$ cat src/rtl/uart_pkt_parser.sv
`default_nettype none
// ============================================================================
// Module      : uart_pkt_parser
// Description : Frames uart_rx bytes into opcode/length headers and forwards
//               payload with tlast. Optional mid-packet idle timeout is
//               enabled by defining UART_PKT_TIMEOUT_EN.
// Revision    : 1.0 - initial release
// ============================================================================
module uart_pkt_parser #(
  parameter logic [7:0] OP_ECHO = 8'hEC,
  parameter logic [7:0] OP_ADD  = 8'hAD,
  parameter logic [7:0] OP_MUL  = 8'h88,
  parameter logic [7:0] OP_DIV  = 8'h99
`ifdef UART_PKT_TIMEOUT_EN
  ,
  parameter int unsigned TIMEOUT_CYCLES = 2**20
`endif
) (
  input  logic        clk_i,
  input  logic        reset_i,
  input  logic [7:0]  s_axis_tdata,
  input  logic        s_axis_tvalid,
  output logic        s_axis_tready,
  output logic        hdr_valid_o,
  output logic [7:0]  opcode_o,
  output logic [15:0] len_o,
  output logic [7:0]  m_axis_tdata,
  output logic        m_axis_tvalid,
  input  logic        m_axis_tready,
  output logic        m_axis_tlast,
  output logic        err_o,
  output logic [1:0]  err_code_o
);

  typedef enum logic [2:0] {
    S_IDLE    = 3'd0,
    S_RSVD    = 3'd1,
    S_LEN_LO  = 3'd2,
    S_LEN_HI  = 3'd3,
    S_PAYLOAD = 3'd4
  } state_t;

  localparam logic [1:0] C_ERR_RSVD    = 2'd1;
  localparam logic [1:0] C_ERR_SHORT   = 2'd2;
  localparam logic [1:0] C_ERR_TIMEOUT = 2'd3;

  state_t      r_state;
  logic [7:0]  r_op_pend;
  logic [7:0]  r_opcode;
  logic [7:0]  r_len_lo;
  logic [15:0] r_len;
  logic [15:0] r_remaining;
  logic        r_hdr_valid;
  logic        r_err;
  logic [1:0]  r_err_code;

  logic        w_in_payload;
  logic        w_hs;
  logic        w_is_op;
  logic [15:0] w_len_full;
  logic        w_expired;

  assign w_in_payload = (r_state == S_PAYLOAD);
  // Payload bytes pass straight through, so upstream sees downstream's ready.
  assign s_axis_tready = w_in_payload ? m_axis_tready : 1'b1;
  assign w_hs          = s_axis_tvalid & s_axis_tready;
  assign w_is_op       = (s_axis_tdata == OP_ECHO) || (s_axis_tdata == OP_ADD) ||
                         (s_axis_tdata == OP_MUL)  || (s_axis_tdata == OP_DIV);
  assign w_len_full    = {s_axis_tdata, r_len_lo};

  assign m_axis_tdata  = s_axis_tdata;
  assign m_axis_tvalid = w_in_payload & s_axis_tvalid;
  assign m_axis_tlast  = w_in_payload & (r_remaining == 16'd1);

  assign hdr_valid_o   = r_hdr_valid;
  assign opcode_o      = r_opcode;
  assign len_o         = r_len;
  assign err_o         = r_err;
  assign err_code_o    = r_err_code;

`ifdef UART_PKT_TIMEOUT_EN
  localparam logic [20:0] C_TIMEOUT = 21'(TIMEOUT_CYCLES);

  logic [20:0] r_timer;

  assign w_expired = (r_state != S_IDLE) && (r_timer == C_TIMEOUT);

  // Only upstream silence counts; a byte held back by downstream backpressure
  // freezes the timer instead.
  always_ff @(posedge clk_i or posedge reset_i) begin
    if (reset_i) begin
      r_timer <= 21'd0;
    end else if ((r_state == S_IDLE) || w_hs || w_expired) begin
      r_timer <= 21'd0;
    end else if (!s_axis_tvalid) begin
      r_timer <= r_timer + 21'd1;
    end
  end
`else
  assign w_expired = 1'b0;
`endif

  always_ff @(posedge clk_i or posedge reset_i) begin
    if (reset_i) begin
      r_state     <= S_IDLE;
      r_op_pend   <= 8'd0;
      r_opcode    <= 8'd0;
      r_len_lo    <= 8'd0;
      r_len       <= 16'd0;
      r_remaining <= 16'd0;
      r_hdr_valid <= 1'b0;
      r_err       <= 1'b0;
      r_err_code  <= 2'd0;
    end else begin
      r_hdr_valid <= 1'b0;
      r_err       <= 1'b0;
      if (w_hs) begin
        case (r_state)
          S_IDLE: begin
            if (w_is_op) begin
              r_op_pend <= s_axis_tdata;
              r_state   <= S_RSVD;
            end
          end
          S_RSVD: begin
            if (s_axis_tdata == 8'h00) begin
              r_state <= S_LEN_LO;
            end else begin
              r_err      <= 1'b1;
              r_err_code <= C_ERR_RSVD;
              r_state    <= S_IDLE;
            end
          end
          S_LEN_LO: begin
            r_len_lo <= s_axis_tdata;
            r_state  <= S_LEN_HI;
          end
          S_LEN_HI: begin
            if (w_len_full < 16'd4) begin
              r_err      <= 1'b1;
              r_err_code <= C_ERR_SHORT;
              r_state    <= S_IDLE;
            end else begin
              r_hdr_valid <= 1'b1;
              r_opcode    <= r_op_pend;
              r_len       <= w_len_full;
              if (w_len_full == 16'd4) begin
                r_state <= S_IDLE;
              end else begin
                r_remaining <= w_len_full - 16'd4;
                r_state     <= S_PAYLOAD;
              end
            end
          end
          S_PAYLOAD: begin
            r_remaining <= r_remaining - 16'd1;
            if (r_remaining == 16'd1) begin
              r_state <= S_IDLE;
            end
          end
          default: r_state <= S_IDLE;
        endcase
      end else if (w_expired) begin
        r_err       <= 1'b1;
        r_err_code  <= C_ERR_TIMEOUT;
        r_remaining <= 16'd0;
        r_state     <= S_IDLE;
      end
    end
  end

endmodule
`default_nettype wire

$ cat config.mk
export PLATFORM = sky130hd
export DESIGN_NAME = uart_pkt_parser
export DESIGN_NICKNAME = d
export VERILOG_FILES = /design/src/rtl/uart_pkt_parser.sv
export SDC_FILE = /design/constraint.sdc
export NUM_CORES = 1
export LEC_CHECK = 0
export CORE_MARGIN = 2
export CORE_UTILIZATION = 50
export CTS_CLUSTER_DIAMETER = 60
export DETAILED_ROUTE_END_ITERATION = 6
export PLACE_DENSITY = 0.75
export SYNTH_ARGS = -nofsm -noshare
export SYNTH_HDL_FRONTEND = slang
export SYNTH_SLANG_ARGS = --single-unit
$ cat constraint.sdc
create_clock -name clk_i -period 3 [get_ports clk_i]
set_input_delay 0.9 -clock clk_i [delete_from_list [all_inputs] [get_ports clk_i]]
set_output_delay 0.9 -clock clk_i [all_outputs]
set_load 0.005 [all_outputs]
# == After elaboration in Yosys (flattened, before gate mapping) ==
# Index checks and enable logic that the tools add are counted.
# totals
out_inout_bits,39
in_bits,12
regBits,63
elab_cells,65
# op_classes
eq_ne,16
bitwise_logic,4
add_sub_neg,2
order_cmp,1
mux,20
n_reduce_logical,13
# op_table
operator,count
$eq A8 B8 Y1 const B,4
$mux W16,2
$pmux W16 S2,1
$eq A16 B1 Y1 const B,1
$eq A16 B3 Y1 const B,1
$lt A16 B3 Y1 const B,1
$sub A16 B1 Y16 const B,1
$sub A16 B3 Y16 const B,1
$pmux W3 S5,1
$mux W3,4
$ne A2 B2 Y1 const B,5
$reduce_and A3 Y1,3
$logic_not A8 Y1,1
$reduce_and A4 Y1,2
$mux W1,7
$eq A3 B2 Y1 const B,2
$mux W2,3
$pmux W2 S2,1
$reduce_bool A2 Y1,2
$and A1 B1 Y1,3
$eq A3 B1 Y1 const B,1
$eq A3 B3 Y1 const B,1
$logic_not A3 Y1,1
$logic_or A1 B1 Y1,3
other kinds (4),4

# == Longest topological paths before layout ==
# logic_depth
word_depth,6
ltp_mapped,9
ltp_nobuf,7

# == Worst setup path after synthesis ==
# No wires, ideal clock.
# synth_timing
path_type,input-to-reg
startpoint,in s_axis_tdata[1]
endpoint,reg r_len[1] (netlist: len_o[1])
path_buffers,3
required_time_ns,2.875
slack_ns,0.310
setup_time_ns,0.125
arrival_ns,2.565
cell_stages,8
cell_sequence,buf_4 -> nor4_4 -> nand2_2 -> or3_4 -> and3_1 -> buf_6 -> buf_12 -> mux2_4
# synth_between
elab_chain_cells,3
# synth_rtl
item,line,text
start: declaration,21,"input logic [7:0] s_axis_tdata,"
$lt A16 B3 Y1,139,if (w_len_full < 16'd4) begin
$not A1 Y1 (no source line),n/a,
$reduce_and A3 Y1 (no source line),n/a,
end signal: assignment,146,r_len <= w_len_full;
end: declaration,51,logic [15:0] r_len;
# Every way passes these cells.
# A chain may end at the register's enable or synchronous reset.

# == Worst setup path after layout ==
# layout_timing
startpoint,in s_axis_tdata[7]
endpoint,out m_axis_tdata[7]
# layout_rtl
item,line,text
end: declaration,27,"output logic [7:0] m_axis_tdata,"
# No word-level cell between the ends.

==> results by group <==
Run status
  – Outcome: complete, no violations

Worst setup path
  – Critical path depth: 3
  – WS Path Type: input pin to output port
  – Most used cell, CP: clkdlybuf4s50_1
  – Critical path, cell by cell: clkdlybuf4s50_1 > buf_6 > clkdlybuf4s50_1
  – Crit path capture type: output port
  – Worst R2R Path Depth: 7
  – WP buf/inv: 3
  – Worst Path Max Fanout: 6
  – CP top delay family: buffers and inverters
  – Req. time, crit path: 2100 ps
  – Worst EP arrival: 2080 ps
  – Critical path's largest stage delay: 540 ps
  – Slowest-stage cell, CP: clkdlybuf4s50_1
  – Startpoint Class: input pin

Synth
  – Mapped Area: 3440 um2
  – #FFs+latches synth: 63
  – Synth area leader: dfrtp_1
  – Synth cell types: 57
  – Post-Syn Instances: 325
  – Synth top area share: 45.9%
  – Top cells by area, synth: dfrtp_1, mux2_4, mux2_2, o21ai_0, nor2_1
  – Mean area per synthesized cell: 10.6 um2
  – Async S/R FF share, synth: 100%
  – Post-synthesis sequential area ratio: 45.9%
  – Net Count, Synth: 341
  – Primary FF master, synth: dfrtp_1
  – YS warnings: 0
  – EDFF count, synth: 0

Timing
  – Fmax: 336 MHz
  – Final hold violation count: 0
  – Unrepaired setup endpoints after global routing: false
  – Worst Skew: 9.71 ps
  – Slew headroom: 66.3%
  – Hold Slack: 482 ps
  – Final Slew Violations: 0
  – # setup viols final: 0
  – Tcrit/Tclk final: 99.3%
  – Post-route minimum period: 2980 ps
  – Final worst setup slack: 21.5 ps
  – Worst slew pin tran: 505 ps

Global routing
  – Vias in the first global route: 2684
  – Largest net degree at the start of global routing: 43
  – Initial antenna violation count: 0
  – First-pass GRT wire length: 13400 um
  – Total track usage: 23.2%
  – Overflow after GRT: 0

Floorplanning
  – I/O pin cnt: 51
  – Initial core utilization: 51.1%
  – Die height: 86.9 um
  – CORE AREA: 6720 um2
  – Die extent in x: 86.9 um
  – DIE AREA: 7550 um2
  – Row count: 30

Layout
  – Commonest non-fill, non-tap cells in the layout: dfrtp_1, clkdlybuf4s50_1, nor2_1
  – Diodes inserted: 0
  – Share of cells above drive strength 1: 25.8%
  – Final instance area: 4350 um2
  – Layout Nets: 410
  – Layout area overhead: 26.7%
  – Most common cell after layout, fill and taps aside: dfrtp_1

Worst hold path
  – Hold path depth: 1
  – Hold WC Path Type: flop to flop

Placement
  – Post-DP HPWL: 5770 um
  – Gp weighted congestion: 0.846
  – Placed inst area: 4150 um2
  – Pre-CTS setup slack: -186 ps
  – Buffers on Ports: 50

Power and ir drop
  – Pwr dens: 507 nW/um2
  – Switching share of total power: 32.1%
  – Switching power total: 0.708 mW
  – Gate power share: 22.6%
  – Clock power frac: 29.8%
  – Max VDD drop: 0.000286 V
  – Internal: 1.50 mW
  – P_leak: 2.00 nW
  – Share of total power in sequential cells: 47.6%

Flow run
  – Max-capacitance violation count: 0

Detailed routing
  – Drt pass-1 iters: 4
  – Vias: 2706
  – # DRC: 0
  – Post-Route WL: 8030 um
  – DR WL/cell: 16.8 um
  – Iteration-0 DRC Markers: 190
  – Routed Antenna Nets: 0
  – Post-DR vias/cell: 5.65

Clock tree
  – TritonCTS Buffers: 9
  – Clock sinks: 63
  – Clock Tree Root: clkbuf_8
  – H-tree levels: 3
  – Post-CTS setup buffers: 0
  – Clock Pin Slew Worst Setup and Hold Paths: 70 ps
  – TritonCTS clock tree: done
  – Skew-Pair Late Insertion Delay: 350 ps
  – Bufs on Longest Clock Path: 2
per-stage QoR:
step                      instances  util (%)  power (mW)  TNS (ps)
final                           479      64.8        2.21         0
after global routing            479      64.8        2.32         0
after CTS                       479      64.3        2.19     -26.7
after detailed placement        463      61.7        1.53     -4290
after global placement          463      61.7        1.51     -2150
after floorplan                 325         -        1.33         0
timing repair:
item | CTS | global route
gates cloned | 0 | 0
gates resized for setup | 3 | 8
pin swaps | 0 | 2
setup endpoints to repair | 3 | 6
hold buffers | 0 | 0
cells in the mapped netlist (all sizes together) (3+ instances only):
library cell,number
dfrtp,63
nor2,35
mux2,34
o21ai,28
a21oi,18
buf,17
nand2,16
clkbuf,12
nor3,10
inv,8
nor4,8
and3,7
nand3,6
xnor2,6
or3,5
ha,4
xor2,4
a22o,3
nand4,3
flip-flops by register name, summed over array words and instances, names as in the netlist, 2 cells and up:
signal       count
len_o           16
r_remaining     16
opcode_o         8
r_len_lo         8
r_op_pend        8
r_state          3
err_code_o       2
power by group through the flow:
| stage | Clock [mW] | Combinational, mW | Sequential [mW] |
|---|---|---|---|
| 4_1_cts | 0.670 | 0.481 | 1.04 |
| 3_5_place_dp | 0 | 0.476 | 1.05 |
| 6_report | 0.657 | 0.499 | 1.05 |
| 5_1_grt | 0.703 | 0.556 | 1.07 |
| 3_3_place_gp | 0 | 0.465 | 1.05 |
| 2_1_floorplan | 0 | 0.293 | 1.03 |
metal layers:
layer / up-vias / share of wire, % / global-route usage, %
met2: 77 / 49 / 35.9
met4: 0 / 1.3 / 8.24
li1: 1295 / - / -
met3: 9 / 4.9 / 5.40
met5: - / 0 / 0
met1: 1325 / 45 / 32.1
area by class of cell:
cell class,count,area (um2)
Fill cell,507,2360
Multi-Input combinational cell,225,1640
Sequential cell,63,1580
Timing Repair Buffer,87,831
Clock buffer,9,124
Tap cell,80,100
Clock inverter,7,48.8
Inverter,8,30.0
final timing paths:
check | start | endpoint | slack [ps]
worst min register to register | r_op_pend[3]$_DFFE_PP0P_ | r_op_pend[3]$_DFFE_PP0P_ | 480
worst max-delay path | s_axis_tdata[7] | m_axis_tdata[7] | 20
worst min-delay path | r_op_pend[3]$_DFFE_PP0P_ | r_op_pend[3]$_DFFE_PP0P_ | 480
max in group asynchronous | reset_i | len_o[2]$_DFFE_PP0P_ | 1500
min in group asynchronous | reset_i | r_state[0]$_DFFE_PP0P_ | 900
worst max register to register | r_len_lo[2]$_DFFE_PP0P_ | len_o[2]$_DFFE_PP0P_ | 760
kinds of logic (layout without fill, tap and decap cells):
group           count (synthesis)  in the layout  share of synthesized area [%]
simple gates                  108            108                           17.3
compound gates                 68             68                           12.4
flops                          63             63                           45.9
buf+inv                        37            111                           6.99
mux                            35             35                           13.4
xor+xnor                       10             10                           2.55
fa+ha+maj                       4              4                           1.46
No activity file was read; power rests on OpenSTA's default activity.
==> patch 1, RTL diff (same flow settings) <==
Register the output `err_code_o` once more; this adds one clock of latency there. The other outputs are not delayed to match.
--- a/src/rtl/uart_pkt_parser.sv
+++ b/src/rtl/uart_pkt_parser.sv
@@ -76,7 +76,9 @@
   assign opcode_o      = r_opcode;
   assign len_o         = r_len;
   assign err_o         = r_err;
-  assign err_code_o    = r_err_code;
+  always_ff @(posedge clk_i) begin
+    err_code_o <= r_err_code;
+  end
 
 `ifdef UART_PKT_TIMEOUT_EN
   localparam logic [20:0] C_TIMEOUT = 21'(TIMEOUT_CYCLES);
Behaviour: not the same (Yosys sat finds a counterexample within 4 cycles, from zero or initial values and one cycle with reset_i high).
==> patch 1 against the unedited design <==
  * The run now ends with DRC left
  * Critical path depth fell by 1
  * Wire length rose by 0.16%
  * Sequential cell count rose by 2
  * Worst setup slack improved by 22 ps
  * Sequential share of layout area rose by 0.95 points
  * Cell count fell by 1.0%
  * Synthesized area fell by 2.4%
  * Cell area barely moved
  * Core utilization rose by 2.9 points
  * Highest routed layer unchanged
Power is not compared: it rests on default switching activity, and its combinational part moved more than twofold at a synthesized area within 25%.
==> patch 1: results (changes against the unedited design) <==
status: complete, but fails checks
violated checks: DRC
library cells used by synthesis: 56 (-1.8%)
grt met2 use: 36.8% (+0.91 points)
Worst Min Path Start: r_err_code[1]
router iterations before antenna repair: 6 (+2)
ranking of synthesized cells by area: dfrtp_1 (47%), mux2_2 (10%), o21ai_0 (3.7%), nor2_1 (2.2%), nand2_1 (2.1%)
Storage cell area: 0.00162 mm^2 (+2.5%)
Worst-Margin Slew: 501 ps (-4.90 ps)
hold path endpoint: err_code_o[1]
Total GRT Usage: 23.8% (+0.56 points)
crit path DAT: 2060 ps (-20 ps)
hold slack: 392 ps (-89.6 ps)
Synthesized Nets: 338 (-0.88%)
worst-path maximum fanout: 7 (+1)
clock transition at the registers of the reported paths: 90 ps (+20 ps)
share of cells above drive strength 1: 24.4% (-1.4 points)
Clock Network Area Fraction: 5.21% (+1.2 points)
fillers: 509 (+0.39%)
Period minus WS final: 2960 ps (-22.0 ps)
Commonest cells post-synth: dfrtp_1 (63), mux2_2 (31), o21ai_0 (25), nor2_1 (20), nand2_1 (19)
met1 Use GR: 32.5% (+0.42 points)
GR Util met3: 6.35% (+0.95 points)
non-filler cells, final: 474 (-1.0%)
Iter 0 DRT Violations: 225 (+18%)
DRC errors left: 2 (+2)
[patch 1: cell types whose count changed in the layout (fill, tap and decap cells not counted), moves of 4 or more]
cell / change
mux2_2: +15
mux2_4: -18
a21oi_1: -5
nand2_1: +4
nor2_1: -15
[patch 1: repair_timing]
action	4_1_cts	5_1_grt
hold buffers	0	0
resized for setup	5	2
endpoints found under the setup margin	2	2
cloned	0	0
hold endpoints to repair	0	0
setup buffers	3	0
pin swaps	0	0
[patch 1: power breakdown]
| group | leakage (nW) | switching [mW] | internal, mW |
|---|---|---|---|
| Clock | 0.110 | 0.382 | 0.476 |
| Sequential | 0.811 | 0.314 | 1.21 |
| Combinational | 0.986 | 0.665 | 0.797 |
| Total | 1.91 | 1.36 | 2.48 |
[patch 1: routing by layer]
metal | up-vias | share of wire, %
met4 | 0 | 1.9
li1 | 1309 | -
met3 | 13 | 5.6
met1 | 1342 | 46
met5 | - | 0
met2 | 80 | 47
==> patch 2, RTL diff (config.mk and constraints unchanged) <==
Without the edit above. Build with the macro `UART_PKT_TIMEOUT_EN` defined.
--- a/src/rtl/uart_pkt_parser.sv
+++ b/src/rtl/uart_pkt_parser.sv
@@ -6,6 +6,8 @@
 //               enabled by defining UART_PKT_TIMEOUT_EN.
 // Revision    : 1.0 - initial release
 // ============================================================================
+`define UART_PKT_TIMEOUT_EN
+
 module uart_pkt_parser #(
   parameter logic [7:0] OP_ECHO = 8'hEC,
   parameter logic [7:0] OP_ADD  = 8'hAD,
Function: no difference found for any inputs over 4 cycles, from zero or initial values and one cycle with reset_i high; that may be too few to reach the edited logic, so the function may still have changed.
==> patch 2 against the unedited design <==
  * Worst setup slack improved by 20 ps
  * Critical path depth decreased by 1
  * Synthesized area up 31%
  * Core utilization is 0.54 points lower
  * Cell area increased by 29%
  * Total power increased by 1.3%
  * First-iteration DRC count is 31% higher
  * Hold slack worse by 6.2 ps
  * Cell count increased by 37%
  * Global-route usage up 1.1 points
  * Non-clock buffer count increased by 18
  * Wire length up 40%
  * Sequential cell count up 21
  * Highest routed layer unchanged
==> patch 2: results (changes against the unedited design) <==
max reg flops: 21
largest net degree at the start of global routing: 63 (+47%)
CTS max path bufs: 2 (unchanged)
max incr delay on CP: 590 ps (+50 ps)
Inserted Diodes: 0 (unchanged)
fillers: 732 (+44%)
dpl hpwl: 8250 um (+43%)
nets@finish: 563 (+37%)
worst skew pair latency: 360 ps
yosys synthesis warning count: 0 (unchanged)
routed length per placed instance: 17.1 um (+2.1%)
antenna violations before repair: 0 (unchanged)
status: finished clean
dpl cells: 642 (+39%)
Max rail drop VDD: 268 uV (-6.2%)
share of cells above drive strength 1: 20.1% (-5.7 points)
maxcap violations: 0 (unchanged)
via count: 3777 (+40%)
Slew headroom: 46.6% (-20 points)
worst-path maximum fanout: 4 (-2)
Biggest register: r_timer
CP max-delay cell: clkdlybuf4s50_1
clock skew: 11.0 ps (+1.29 ps)
setup slack after placement: -68.9 ps (+117 ps)
crit path DAT: 2060 ps (-20 ps)
syn avg cell area: 9.68 um^2 (-8.4%)
routed wire length: 11200 um (+40%)
H-tree Lvls: 3 (unchanged)
Seq/Total Area, Yosys: 46.6% (+0.69 points)
Commonest cells post-synth: dfrtp_1 (84), nand2_1 (54), nor2_1 (44), mux2_2 (24), clkbuf_1 (23)
fraction of registers with async set/reset: 100% (unchanged)
library cells used by synthesis: 60 (+5.3%)
Synthesized Nets: 484 (+42%)
Final Cycle Share: 98.6% (-0.66 points)
first-pass GRT wire length: 18800 um (+40%)
Total GRT Usage: 24.3% (+1.1 points)
ranking of synthesized cells by area: dfrtp_1 (47%), mux2_2 (6.0%), nand2_1 (4.5%), nor2_1 (3.7%), xor2_1 (3.5%)
CTS root buf: clkbuf_8
Iter 0 DRT Violations: 248 (+31%)
Crit path max-delay family: buffers and inverters
I/O Buffers: 50 (unchanged)
R2R Setup Slk: 390 ps (-370 ps)
clock transition at the registers of the reported paths: 80 ps
sw frac: 23.3% (-8.7 points)
GPL Wtd Cong: 0.953 (+13%)
type of the worst min-delay path: register to register
Leak Pwr: 2.59 nW (+29%)
post-cts hold buffer count: 0 (unchanged)
router iterations before antenna repair: 5 (+1)
CTS Buf Count: 9 (unchanged)
## patch 2: cell types whose count changed after synthesis, sizes merged, moves of 11 or more
cell / delta
nand2: +38
xor2: +14
clkbuf: +11
o21ai: -15
dfrtp: +21
## patch 2: per-layer routing
layer | track usage, % | vias up | wire, um
met5 | 0 | - | 0
met4 | 6.85 | 0 | 212
met3 | 5.04 | 19 | 556
met2 | 41.3 | 119 | 5610
met1 | 31.7 | 1846 | 4840
li1 | - | 1793 | -
## patch 2: power groups by stage
stage / clock network, mW / logic, mW / registers (mW)
2_1_floorplan: 0 / 0.111 / 1.19
3_3_place_gp: 0 / 0.203 / 1.20
3_5_place_dp: 0 / 0.205 / 1.20
4_1_cts: 0.882 / 0.205 / 1.18
5_1_grt: 0.933 / 0.225 / 1.18
6_report: 0.853 / 0.206 / 1.18
## patch 2: metrics by stage
step                      cell area, um^2  utilization, %  hold slack, ps
after CTS                            5600            64.2             478
after global placement               5400            61.9             455
after global routing                 5600            64.3             507
after floorplan                      4520               -             431
after detailed placement             5400            61.9             457
final                                5600            64.3             476
## patch 2: final cells by class
| class | count | area, um^2 | share of cell area (%) |
|---|---|---|---|
| clock inverter | 5 | 78.8 | 1.41 |
| timing repair buffer | 105 | 916 | 16.3 |
| inverter | 18 | 71.3 | 1.27 |
| multi-input combinational | 327 | 2180 | 38.8 |
| clock buffer | 9 | 124 | 2.21 |
| sequential | 84 | 2100 | 37.5 |
| tap | 108 | 135 | 2.41 |
## patch 2: repair_timing
| action | 4_1_cts | 5_1_grt |
|---|---|---|
| hold endpoints to repair | 0 | 0 |
| resized for setup | 6 | 4 |
| endpoints found under the setup margin | 5 | 1 |
| pin swaps | 0 | 0 |
## patch 2: kinds of logic (layout without fill, tap and decap cells)
logic type	Yosys count	in the layout	share of synthesized area [%]
AOI/OAI and AO/OA	72	72	11.3
xor gates and xnor gates	31	31	6.02
adders and majority gates	6	6	1.66
buffers and inverters	55	137	5.63
DFF	84	84	46.6
muxes	27	27	6.65
and+or+nand+nor	191	191	22.2
## patch 2: path summary, 6_finish.rpt
kind                                 start         endpoint  cells after the start
max                        s_axis_tdata[7]  m_axis_tdata[7]                      2
min                           r_op_pend[2]      opcode_o[2]                      2
max reg2reg                     r_state[2]   r_remaining[7]                      7
min reg2reg                   r_op_pend[2]      opcode_o[2]                      2
max in group asynchronous          reset_i    err_code_o[0]                      3
min in group asynchronous          reset_i      r_timer[12]                      3
## patch 2: worst register-to-register path: cells and delay by family (launching register included)
family                 cells  cell delay (ps)
and+or+nand+nor            2              940
buffers and inverters      2              370
AOI/OAI and AO/OA          3              720
DFF                        1              480
